**config.mk**
```make
export PLATFORM = sky130hd
export DESIGN_NAME = alu_op_driver
export DESIGN_NICKNAME = d
export VERILOG_FILES = /design/src/rtl/alu_drv_pkg.sv /design/src/rtl/alu_lat_timer.sv /design/src/rtl/alu_op_driver.sv
export SDC_FILE = /design/constraint.sdc
export NUM_CORES = 1
export LEC_CHECK = 0
export ABC_AREA = 1
export CORE_UTILIZATION = 45
export DETAILED_ROUTE_END_ITERATION = 16
export PLACE_DENSITY = 0.93
export SLEW_MARGIN = 30
export SYNTH_ARGS = -nofsm -noshare
export SYNTH_HDL_FRONTEND = slang
export SYNTH_SLANG_ARGS = --single-unit
```
**constraint.sdc**
```tcl
create_clock -name CLK -period 3.6 [get_ports CLK]
set_clock_uncertainty 0.2 [all_clocks]
set_input_delay 0.54 -clock CLK [delete_from_list [all_inputs] [get_ports CLK]]
set_output_delay 0.54 -clock CLK [all_outputs]
set_load 0.1 [all_outputs]
```
**src/rtl/alu_drv_pkg.sv**
```systemverilog
// Shared types and constants for the ALU1 operand-interface driver.
// Flag bit positions match the {ERR,OFLOW,COUT,G,L,E} ordering of rsp_flags.
package alu_drv_pkg;

  typedef enum logic [1:0] {IDLE, ISSUE, WAIT, RESP} state_t;

  localparam int FLAG_W     = 6;
  localparam int FLAG_E     = 0;
  localparam int FLAG_L     = 1;
  localparam int FLAG_G     = 2;
  localparam int FLAG_COUT  = 3;
  localparam int FLAG_OFLOW = 4;
  localparam int FLAG_ERR   = 5;

  localparam logic MODE_ARITH = 1'b1;
  localparam logic MODE_LOGIC = 1'b0;

  function automatic logic [FLAG_W-1:0] pack_flags(input logic err, input logic oflow,
                                                   input logic cout, input logic g,
                                                   input logic l, input logic e);
    logic [FLAG_W-1:0] f;
    f             = '0;
    f[FLAG_ERR]   = err;
    f[FLAG_OFLOW] = oflow;
    f[FLAG_COUT]  = cout;
    f[FLAG_G]     = g;
    f[FLAG_L]     = l;
    f[FLAG_E]     = e;
    return f;
  endfunction

endpackage

```
**src/rtl/alu_lat_timer.sv**
```systemverilog
// Down-counter that times the ALU latency; loaded with LAT-1 on the issue cycle.
// zero is high once the counter has run out, marking the result-capture edge.
module alu_lat_timer #(
  parameter int LAT = 1
) (
  input  logic CLK,
  input  logic RST,
  input  logic load,
  output logic zero
);

  localparam int TW = $clog2(LAT + 1);

  logic [TW-1:0] cnt;

  always_ff @(posedge CLK) begin
    if (RST) begin
      cnt <= '0;
    end else if (load) begin
      cnt <= TW'(LAT - 1);
    end else if (cnt != '0) begin
      cnt <= cnt - TW'(1);
    end
  end

  assign zero = (cnt == '0);

endmodule

```
**src/rtl/alu_op_driver.sv**
```systemverilog
// Initiator for the ALU1 operand interface: one request in, one CE pulse out,
// result captured after LAT cycles and returned on a valid/ready response.
module alu_op_driver
  import alu_drv_pkg::*;
#(
  parameter int INPUT = 8,
  parameter int LAT   = 1,
  parameter int CNT_W = 16
) (
  input  logic                  CLK,
  input  logic                  RST,
  input  logic                  req_valid,
  output logic                  req_ready,
  input  logic [INPUT-1:0]      req_opa,
  input  logic [INPUT-1:0]      req_opb,
  input  logic                  req_cin,
  input  logic [3:0]            req_cmd,
  input  logic                  req_mode,
  input  logic [1:0]            req_sel,
  output logic                  rsp_valid,
  input  logic                  rsp_ready,
  output logic [2*INPUT-1:0]    rsp_res,
  output logic [FLAG_W-1:0]     rsp_flags,
  output logic [INPUT-1:0]      alu_opa,
  output logic [INPUT-1:0]      alu_opb,
  output logic                  alu_cin,
  output logic                  alu_mode,
  output logic                  alu_ce,
  output logic [3:0]            alu_cmd,
  output logic [1:0]            alu_valid,
  input  logic [2*INPUT-1:0]    alu_res,
  input  logic                  alu_err,
  input  logic                  alu_oflow,
  input  logic                  alu_cout,
  input  logic                  alu_g,
  input  logic                  alu_l,
  input  logic                  alu_e,
  output logic                  busy,
  output logic [CNT_W-1:0]      ops_done
);

  state_t state;
  logic   accept;
  logic   timer_zero;

  // In RESP a new request may only be taken on the edge the response retires.
  assign req_ready = (state == IDLE) || ((state == RESP) && rsp_ready);
  assign rsp_valid = (state == RESP);
  assign busy      = (state != IDLE);
  assign accept    = req_valid && req_ready;

  alu_lat_timer #(.LAT(LAT)) u_timer (
    .CLK  (CLK),
    .RST  (RST),
    .load (state == ISSUE),
    .zero (timer_zero)
  );

  always_ff @(posedge CLK) begin
    if (RST) begin
      state     <= IDLE;
      alu_opa   <= '0;
      alu_opb   <= '0;
      alu_cin   <= 1'b0;
      alu_mode  <= 1'b0;
      alu_cmd   <= '0;
      alu_valid <= '0;
      alu_ce    <= 1'b0;
      rsp_res   <= '0;
      rsp_flags <= '0;
      ops_done  <= '0;
    end else begin
      alu_ce <= 1'b0;
      // The captured request lives directly in the alu_* registers, so operands
      // stay stable from the CE cycle until the next accepted request.
      if (accept) begin
        alu_opa   <= req_opa;
        alu_opb   <= req_opb;
        alu_cin   <= req_cin;
        alu_mode  <= req_mode;
        alu_cmd   <= req_cmd;
        alu_valid <= req_sel;
        alu_ce    <= 1'b1;
      end
      unique case (state)
        IDLE: begin
          if (accept) state <= ISSUE;
        end
        ISSUE: begin
          state <= WAIT;
        end
        WAIT: begin
          if (timer_zero) begin
            rsp_res   <= alu_res;
            rsp_flags <= pack_flags(alu_err, alu_oflow, alu_cout, alu_g, alu_l, alu_e);
            state     <= RESP;
          end
        end
        RESP: begin
          if (rsp_ready) begin
            ops_done <= ops_done + CNT_W'(1);
            state    <= accept ? ISSUE : IDLE;
          end
        end
      endcase
    end
  end

endmodule

```
==> Word level (Yosys, flattened, before mapping) <==
Cells that the tools add are included.
Widths: inputs -> output; s select.
{ "totals": {"reg_bits": 66, "in_bits": 50, "out_inout_bits": 66} }
{ "op_classes": {"add_sub_neg": 2, "n_eq_ne": 6, "muxes": 6, "bitwise": 1, "n_reduce_logical": 9} }
{ "ops": {"columns": ["op", "count"], "rows": [
  ["$add 16x1->16 const B", 1],
  ["$pmux 2 s4", 1],
  ["$mux 2", 3],
  ["$eq 2x2->1 const B", 2],
  ["$ne 2x2->1 const B", 2],
  ["$reduce_and 2->1", 2],
  ["$reduce_and 3->1", 1],
  ["$reduce_or 3->1", 1],
  ["$eq 2x1->1 const B", 1],
  ["$logic_and 1x1->1", 2],
  ["$logic_not 2->1", 1],
  ["$mux 1", 2],
  ["$ne 2x1->1 const B", 1],
  ["$reduce_bool 2->1", 1],
  ["$logic_or 1x1->1", 1],
  ["$not 1->1", 1],
  ["$sub 1x1->1 const B", 1]
]} }

==> Depth between registers and ports, before layout <==
Gate-level depths: netlist (run 1).
{ "depth": {"depth_word": 7, "depth_mapped": 9, "depth_no_buf": 9} }

==> Cells and area by module <==
Synthesis (run 1) repeated with hierarchy kept, for this count alone.
{ "unflattened": {"cells_unflattened": 356, "area_unflattened_um2": 2686.3} }
{ "by_module_without_submodules": {"columns": ["mod", "n_inst", "cells_per_inst", "area_each_um2"], "rows": [
  ["alu_op_driver", 1, 353, 2658.8],
  ["alu_lat_timer", 1, 3, 27.5]
]} }

==> Worst setup path after synthesis (run 1) <==
Ideal clock, no wire load.
{ "synth_timing": {"kind": "flip-flop to flip-flop", "start": "reg state[0]", "end": "reg alu_opa[0]", "setup_ns": 0.117, "arrival_ns": 2.448, "required_ns": 3.283, "slack_ns": 0.835, "stages_incl_launch_ff": 8, "path_cell_list": "dfxtp_1 ha_1 nand2_4 nand2_2 nand2_2 clkbuf_1 o21ai_0 nor2_1"} }
{ "synth_between": {"elab_chain_len": 4, "word_cells_on_any_way": 5, "classes_between": "1 x eq/ne; 4 x reduce/logical"} }
{ "synth_lines": {"columns": ["item", "line", "rtl"], "rows": [
  ["start, declared", "alu_op_driver.sv:42", "state_t state;"],
  ["start signal, assigned", "alu_op_driver.sv:102", "state <= accept ? ISSUE : IDLE;"],
  ["$eq 2x2->1", null, null],
  ["named net rsp_valid", "alu_op_driver.sv:20", "output logic rsp_valid,"],
  ["$logic_and 1x1->1", "alu_op_driver.sv:47", "assign req_ready = (state == IDLE) || ((state == RESP) && rsp_ready);"],
  ["$logic_or 1x1->1", "alu_op_driver.sv:47", null],
  ["named net req_ready", "alu_op_driver.sv:13", "output logic req_ready,"],
  ["$logic_and 1x1->1", "alu_op_driver.sv:50", "assign accept = req_valid && req_ready;"],
  ["end signal, assigned", "alu_op_driver.sv:77", "alu_opa <= req_opa;"],
  ["end, declared", "alu_op_driver.sv:24", "output logic [INPUT-1:0] alu_opa,"]
]} }
The timed path passes the listed nets, and every way through them passes these cells.
A chain may end at the register's enable or synchronous reset.

==> Final worst setup path (run 1) <==
{ "layout_timing": {"start": "reg ops_done[11]", "end": "out ops_done[11]"} }
{ "layout_lines": {"columns": ["item", "line", "rtl"], "rows": [
  ["start, declared", "alu_op_driver.sv:39", "output logic [CNT_W-1:0] ops_done"],
  ["start signal, assigned", "alu_op_driver.sv:101", "ops_done <= ops_done + CNT_W'(1);"]
]} }
No word-level cell between the ends.

==> results of run 1 <==
[cells by family (layout without fill, tap and decap cells)]
kind of cell,after synthesis,in the layout
buffers and inverters,40,160
and+or+nand+nor,152,152
other,1,1
adders and majority gates,5,5
AOI/OAI and AO/OA,71,71
DFF,66,66
[placed cells by master, fill, tap and decap left out, types with 2 or more instances in the layout]
master	netlist	layout
o21ai_1	2	2
nor3_1	4	4
dfxtp_1	66	66
a21oi_1	11	11
nand3_4	2	2
nor3b_1	2	2
nand3_1	3	3
clkdlybuf4s50_1	0	112
bufinv_16	0	2
clkbuf_8	0	10
o21ai_0	55	55
inv_1	25	25
clkinv_4	0	2
buf_4	2	6
nand4_1	2	2
nor2_4	3	3
nand2_2	2	2
nor2_1	108	108
ha_1	5	5
nand2_1	21	21
[registers in the layout (all words and copies together) (netlist names), 2 cells and up]
name,flops
alu_opb,8
state,2
rsp_res,16
alu_valid,2
alu_opa,8
rsp_flags,6
alu_cmd,4
ops_done,16
[power by group through the flow]
stage	Combinational, mW	Clock, mW	Sequential, mW
final	1.79	0.698	0.944
after global routing	1.88	0.748	0.960
after CTS	1.80	0.706	0.944
after detailed placement	1.79	0	0.958
after global placement	1.77	0	0.950
after floorplan	0.480	0	1.86
[layer usage]
metal	vias to the layer above	part of all wire	track usage
met2	94	0.50	0.4283
met4	0	0.023	0.1000
met1	1210	0.40	0.2469
met3	18	0.076	0.07529
li1	1294	-	-
met5	-	0	0
[final timing paths]
check,start,to
hold / removal,alu_opa[5],alu_opa[5]
hold reg to reg,alu_opa[5],alu_opa[5]
setup / recovery,ops_done[11],ops_done[11]
setup reg to reg,state[0],rsp_res[6]
[per-stage QoR]
step                total power, mW  worst slack, ps
floorplan                     2.345            835.0
global placement              2.717             1227
detailed placement            2.751             1174
CTS                           3.448            887.7
global route                  3.585            836.3
finish                        3.431            903.3
[area by class of cell]
type / count / area (um2) / share of cell area
clock buffers: 10 / 137.6 / 0.03429
clock inverters: 6 / 90.09 / 0.02244
inverters: 26 / 97.59 / 0.02431
multi-input cells: 229 / 1111 / 0.2768
flip-flops and latches: 66 / 1321 / 0.3292
well taps: 72 / 90.09 / 0.02244
repair buffers: 118 / 1166 / 0.2905
==> metrics, run 1 <==
Final Util=0.7245; DP Area=about 3800 um2; setup_tns=0 ps; Diodes inserted=0; Max Slew Vio Count=0; Worst Hold Depth=2; path type of the worst min-delay path=reg -> reg; synthesized instance count=between 300 and 400; final instance area=between 4000 and 5000 um2; post-synth top area share=0.5097; Commonest cells post-synth=nor2_1, dfxtp_1, o21ai_0; DRC=0; worst hold margin=about 280 ps; Core Rows=27; main combinational cell family by area after synthesis=simple AND/OR/NAND/NOR gates; Synth Area in Compound Gates=0.1395; Die Wd=approximately 78 um; Seq pwr share=0.275; Placed Cells=between 500 and 600; CP Max Fanout=7; asr flop ratio synth=0; Critical Path Stages=1; Req. time, crit path=2860 ps; Starting DRT DRC Count=between 90 and 100; Cell Int Power=approximately 1.7 mW; Syn Nets=about 400; Worst VDD drop=540.8 uV; Initial Util=0.4679; Power Dens Cells=roughly 850 nW/um2; CP top delay family=buffers and inverters; area leader, netlist=dfxtp_1; Buf/Inv on CP=1; most common cell in the netlist=nor2_1; Leakage=1.655 nW; Primary FF master, synth=dfxtp_1; TritonCTS clock tree=done; Setup-failing EPs final=0; I/O pins=between 100 and 150; fillers=about 430; Yosys warnings=0; Final Hold Fails=0; fmax=~370 MHz; grt total ovfl=0; synth top area cells=dfxtp_1, nor2_1, o21ai_0; sequential area share after synthesis=0.5097; CP max-delay cell=clkdlybuf4s50_1; number of global-route vias before repair=2545; Simple-Gate Fraction of Synth Area=0.2635; Tot GR Track Use=0.2351; htree depth=3; CTS buffer count=9; Post-synth EDFFs=0; number of gates resized after cts=0; largest net degree at the start of global routing=40; first-pass GRT wire length=between 10000 and 15000 um; post-route clock period utilization=0.7491; clk buf depth=2; Switching Share=0.5119; min cycle time layout=2697 ps; Finished Layout Cells=between 500 and 600; run status=finished, final reports clean; post-synthesis xor/xnor area fraction=0; GP Congestion=about 0.75; combinational share of power=0.521; Layout Nets=between 500 and 600; Layout Area Growth over Synthesis=54.83%; crit path cell chain=clkdlybuf4s50_1; Skew-Pair Late Insertion Delay=340 ps; Yosys cell types=28; Clock power frac=0.203; Via-to-Cell Ratio=around 5; switching power=1.756 mW; count of state elements after synthesis=66; Setup crit start kind=register; initial antenna violation count=0; routed via count=2616; post-synthesis area per instance=between 7 and 8 um2; share of layout cells above drive strength 1=0.07473; adder and majority cell fraction of the synthesized area=0.02413; Reg2Reg Setup Slack=roughly 1500 ps; Die Y=approximately 78 um; Initial DRT Pass Iterations=4; Slew @ Worst Pin=1001 ps; Post-Syn Area=around 2600 um2; core box area=between 5000 and 6000 um2; Worst Setup End Kind=output port; clock tree root buffer cell=clkbuf_8; Worst-path clk slew=about 70 ps; mux contribution to synthesized area=0; Sink Count=between 60 and 70; max cap viols=0; worst path arrival time=~2000 ps; port buffer count=roughly 120; relative slew slack=0.3307; Post-CTS Setup Repair Bufs=0; reg2reg path depth=8; CTS Hold Bufs=0; routed len/inst=between 10 and 15 um; die area=6068 um2; RSZ-0062 raised after global routing=false; post-detail-place hpwl=between 4000 and 5000 um; antenna-violating nets left=0; Routed WL=approximately 6700 um; max incr delay on CP=approximately 1200 ps; crit path kind=reg -> out
Note: power is estimated with default switching activity, not from simulation.
==> run 2: changes to the inputs <==
--- a/config.mk
+++ b/config.mk
@@ -6,9 +6,9 @@
 export NUM_CORES = 1
 export LEC_CHECK = 0
 export ABC_AREA = 1
-export CORE_UTILIZATION = 45
+export CORE_UTILIZATION = 41
 export DETAILED_ROUTE_END_ITERATION = 16
-export PLACE_DENSITY = 0.93
+export PLACE_DENSITY = 0.86
 export SLEW_MARGIN = 30
 export SYNTH_ARGS = -nofsm -noshare
 export SYNTH_HDL_FRONTEND = slang
==> constraint.sdc (replaced) <==
create_clock -name CLK -period 2.8 [get_ports CLK]
set_clock_uncertainty 0.2 [all_clocks]
set_input_delay 0.42 -clock CLK [delete_from_list [all_inputs] [get_ports CLK]]
set_output_delay 0.42 -clock CLK [all_outputs]
set_load 0.1 [all_outputs]
==> run 2 against run 1 <==
Count of clock-buffer cells in the layout rose by 2. Via count decreased by 2.2%. Combinational power rose by 27%. Critical path type unchanged. Largest power group unchanged.
==> metrics, run 2 (synthesis results as in run 1) <==
run status=finished, final reports clean; Reg-to-Reg Start=state[0]; htree depth=3 (unchanged); Worst Setup End Kind=output port; biggest regs=ops_done x16, rsp_res x16; Layout Nets=505 (unchanged); Die Wd=81.52 um (+4.6%); crit path kind=reg -> out; Setup crit start=state[0]; Initial DRT Pass Iterations=4 (unchanged); GP Congestion=0.8327 (+11%); Core Rows=28 (+3.7%); clk buf depth=2 (unchanged); min cycle time layout=around 2000 ps; Leakage=1.791 nW (+8.2%); path type of the worst min-delay path=reg -> reg; post-detail-place hpwl=4750 um (-0.27%); fmax=490.3 MHz; setup_tns=0 ps (unchanged); Starting DRT DRC Count=113 (+19%); Worst VDD drop=655.7 uV (+21%); routed len/inst=12.60 um (-1.5%); RSZ-0062 raised after global routing=false; number of global-route vias before repair=2355 (-7.5%); DRC=0 (unchanged); most common cell after layout, fill and taps aside=nor2_1; Placed Cells=514 (+0.59%); Routed WL=6677 um (-0.95%); antenna-violating nets left=0 (unchanged); Initial Util=0.4302 (-0.03770); Setup-failing EPs final=0 (unchanged); post-route clock period utilization=0.7284; Post-CTS Setup Repair Bufs=0 (unchanged); Layout Area Growth over Synthesis=50.82%; routed via count=2558 (-2.2%); Skew-Pair Late Insertion Delay=330 ps (about the same); worst path arrival time=1420 ps (-540 ps); fillers=514 (+20%); Worst-path clk slew=70 ps (about the same); Via-to-Cell Ratio=4.826 (-2.8%); hold path start=alu_opb[7]; pre-CTS WS=452.3 ps (-721.3 ps); clock tree root buffer cell=clkbuf_8; grt total ovfl=0 (unchanged); Power Dens Cells=1152 nW/um2 (+35%); share of layout cells above drive strength 1=0.2110 (+0.1363); Req. time, crit path=2180 ps (-680 ps); relative slew slack=0.5545 (+0.2237); Diodes inserted=0 (unchanged); Final Hold Fails=0 (unchanged); CP Max Fanout=4 (-3); initial antenna violation count=0 (unchanged); I/O pins=116 (unchanged); Tot GR Track Use=0.2075 (-0.02755); Setup crit start kind=register; Die Y=81.52 um (+4.6%); CTS Hold Bufs=0 (unchanged); CTS buffer count=9 (unchanged); Max Slew Vio Count=0 (unchanged); port buffer count=115 (unchanged); first-pass GRT wire length=10480 um (-6.8%); number of gates resized after cts=0 (unchanged); max cap viols=0 (unchanged); core box area=6026 um2 (+8.8%); Finished Layout Cells=530 (+0.57%); most frequent cells in the layout=nor2_1, buf_4, dfxtp_1; die area=6646 um2 (+9.5%); Slew @ Worst Pin=667.6 ps (-333.2 ps); Sink Count=66 (unchanged); TritonCTS clock tree=done; largest net degree at the start of global routing=46 (+15%); Final Power=4.505 mW (+31%); setup ws final=760.5 ps (-142.7 ps)
-- run 2: changes by cell type in the layout (fill, tap and decap cells not counted) --
cell             before  now
buf_4                 6   67
clkinv_4              2    0
buf_12                0    2
clkbuf_1              0    1
clkdlybuf4s50_1     112   49
clkbuf_8             10   11
clkinv_2              1    0
bufinv_16             2    3
-- run 2: per-stage QoR --
stage	utilization	area, um2	hold slack, ps
after floorplan	-	2592	278.0
after global placement	0.6069	3657	265.4
after detailed placement	0.6069	3657	275.8
after CTS	0.6489	3910	291.1
after global routing	0.6489	3910	320.7
final	0.6489	3910	284.9
-- run 2: final timing paths --
check	slack [ps]	end	cells past startpoint
setup / recovery	760	busy	4
hold / removal	280	alu_opb[7]	2
setup reg to reg	770	alu_cmd[0]	8
hold reg to reg	280	alu_opb[7]	2
-- run 2: cell type report --
type                    count  area, um2  area share
flip-flops and latches     66       1321      0.3379
well taps                  75      93.84     0.02400
clock buffers              12      155.1     0.03968
inverters                  26      97.59     0.02496
multi-input cells         229       1111      0.2842
repair buffers            118       1033      0.2643
clock inverters             4      97.59     0.02496
-- run 2: critical path, stage by stage (launching register included) --
cell and delay, ps:
dfxtp_1 370, inv_1 90, ha_1 200, inv_1 110
buf_4 310
-- run 2: routing by layer --
layer,wire (um),vias to the layer above,track usage
met2,3276,87,0.3625
met3,524,7,0.06444
met4,72,0,0.07679
li1,-,1299,-
met1,2803,1165,0.2356
met5,0,-,0
-- run 2: where the power goes --
| part | internal [mW] | total (mW) | switching (mW) |
|---|---|---|---|
| combinational | 0.480 | 2.28 | 1.80 |
| sequential | 1.12 | 1.22 | 0.0989 |
| clock | 0.641 | 1.00 | 0.363 |
==> run 3: changes to the inputs <==
--- a/config.mk
+++ b/config.mk
@@ -6,9 +6,9 @@
 export NUM_CORES = 1
 export LEC_CHECK = 0
 export ABC_AREA = 1
-export CORE_UTILIZATION = 41
+export CORE_UTILIZATION = 37
 export DETAILED_ROUTE_END_ITERATION = 16
-export PLACE_DENSITY = 0.86
+export PLACE_DENSITY = 0.82
 export SLEW_MARGIN = 30
 export SYNTH_ARGS = -nofsm -noshare
 export SYNTH_HDL_FRONTEND = slang
==> constraint.sdc (replaced) <==
create_clock -name CLK -period 1.8 [get_ports CLK]
set_clock_uncertainty 0.2 [all_clocks]
set_input_delay 0.27 -clock CLK [delete_from_list [all_inputs] [get_ports CLK]]
set_output_delay 0.27 -clock CLK [all_outputs]
set_load 0.1 [all_outputs]
==> run 3 against run 2 <==
The flow now finishes with violations (setup timing). Largest cell class is now buffers. Hold slack better by 26 ps. Largest power group unchanged. Count of clock-buffer cells in the layout down 1. Critical endpoint is now req_ready. Cell area up 28%.
==> metrics, run 3 (synthesis results as in run 1) <==
Final Power=8.206 mW (+82%); post-route clock period utilization=1.002; clk buf depth=2 (unchanged); min cycle time layout=approximately 1800 ps; Sink Count=66 (unchanged); worst path arrival time=1330 ps (-90 ps); TritonCTS clock tree=done; Switching Share=0.4755 (-0.02673); Clock power frac=0.182 (-0.041); RSZ-0062 raised after global routing=true; Worst Setup End Kind=output port; Finished Layout Cells=563 (+6.2%); Final Hold Fails=0 (unchanged); share of layout cells above drive strength 1=0.3062 (+0.09522); routed via count=2645 (+3.4%); crit path cell chain=inv_4 -> ha_4 -> clkinvlp_4 -> nand2_8 -> buf_12; Skew-Pair Late Insertion Delay=340 ps (about the same); Diodes inserted=0 (unchanged); Setup crit start kind=register; most common cell after layout, fill and taps aside=nor2_1; run status=complete, but fails checks; CTS Hold Bufs=0 (unchanged); Placed Cells=540 (+5.1%); Routed WL=7495 um (+12%); Starting DRT DRC Count=94 (-17%); Power Dens Cells=1640 nW/um2 (+42%); Worst VDD drop=795.0 uV (+21%); fmax=554.3 MHz; Initial DRT Pass Iterations=4 (unchanged); port buffer count=115 (unchanged); most frequent cells in the layout=nor2_1, buf_12, dfxtp_1; biggest regs=ops_done x16, rsp_res x16; DRC=0 (unchanged); Final Util=0.7366 (+0.08777); Core Rows=30 (+7.1%); setup ws final=-3.961 ps (-764.5 ps); Die Wd=85.71 um (+5.1%); die area=7345 um2 (+11%); Max Slew Vio Count=0 (unchanged); grt total ovfl=0 (unchanged); switching power=3.902 mW (+72%); Leakage=2.040 nW (+14%); path type of the worst min-delay path=reg -> reg; crit path kind=reg -> out; Via-to-Cell Ratio=4.698 (-2.7%); Initial Util=0.3816 (-0.04865); routed len/inst=13.31 um (+5.7%); Layout Nets=517 (+2.4%); max cap viols=0 (unchanged); post-detail-place hpwl=5264 um (+11%); initial antenna violation count=0 (unchanged); first-pass GRT wire length=12060 um (+15%); largest net degree at the start of global routing=38 (-17%); number of global-route vias before repair=2608 (+11%); Cell Int Power=4.304 mW (+92%); Seq pwr share=0.252 (-0.019); Setup-failing EPs final=2 (+2); max incr delay on CP=380 ps (about the same); CP Max Fanout=4 (unchanged); failing checks=setup timing; clock tree root buffer cell=clkbuf_8; core box area=6794 um2 (+13%); htree depth=3 (unchanged); Layout Area Growth over Synthesis=93.05%; GP Congestion=0.8109 (-2.6%); Req. time, crit path=1330 ps (-850 ps); CP max-delay cell=dfxtp_4; antenna-violating nets left=0 (unchanged); Worst-path clk slew=80 ps (about the same); I/O pins=116 (unchanged); combinational share of power=0.566 (+0.060); Tot GR Track Use=0.2101 (+0.002610); CTS buffer count=9 (unchanged); Die Y=85.71 um (+5.1%)
-- run 3: changes by cell type in the layout (fill, tap and decap cells not counted), sizes merged --
cell | before | now
inv | 26 | 24
clkinv | 0 | 1
buf | 69 | 80
clkbuf | 12 | 11
clkinvlp | 1 | 5
bufinv | 3 | 2
-- run 3: stage by stage --
step	area, um2	setup slack (ps)	hold WS, ps	TNS (ps)
2_1_floorplan	2724	-321.5	131.7	-7903
3_3_place_gp	4652	-113.6	284.0	-339.8
3_5_place_dp	4652	-139.4	302.6	-1307
4_1_cts	4923	-53.21	304.0	-53.21
5_1_grt	5005	-54.63	328.7	-596.5
6_report	5005	-3.961	310.5	-6.110
-- run 3: worst paths after layout --
kind / from / end / slack (ps) / cells past startpoint
worst max register to register: state[0] / state[0] / -4 / 8
worst max-delay path: state[0] / req_ready / -4 / 5
worst min register to register: ops_done[10] / ops_done[10] / 310 / 1
worst min-delay path: ops_done[10] / ops_done[10] / 310 / 1
-- run 3: power by group through the flow --
stage                     combinational, mW  clock, mW  sequential, mW
after floorplan                        1.15          0            3.75
after global placement                 4.41          0            2.06
after detailed placement               4.48          0            2.08
after CTS                              4.55       1.52            2.06
after global routing                   4.82       1.59            2.10
final                                  4.64       1.50            2.06
-- run 3: repair_timing --
item / CTS / global route
buffers inserted: 2 / 4
endpoints found under the setup margin: 1 / 24
gates cloned: 0 / 1
resized for setup: 4 / 17
pin swaps: 1 / 2
-- run 3: layout make-up --
class / count / area [um2]
Timing Repair inverter: 1 / 7.507
Tap cell: 96 / 120.1
Clock inverter: 5 / 83.83
Inverter: 26 / 115.1
Multi-Input combinational cell: 229 / 1210
Fill cell: 465 / 1789
Timing Repair Buffer: 129 / 1949
Clock buffer: 11 / 162.7
Sequential cell: 66 / 1356
-- run 3: per-layer routing --
metal / wire length (um) / GRT usage
met5: 0 / 0
met4: 172 / 0.08485
met3: 398 / 0.05197
met2: 3848 / 0.3855
met1: 3076 / 0.2317
-- run 3: worst max-delay path, delay by kind of cell, from the launching register on --
| kind | cells | cell delay (ps) |
|---|---|---|
| buffers and inverters | 3 | 390 |
| AND/OR/NAND/NOR | 1 | 100 |
| adder cells (fa/ha/maj) | 1 | 130 |
| flip-flops | 1 | 380 |
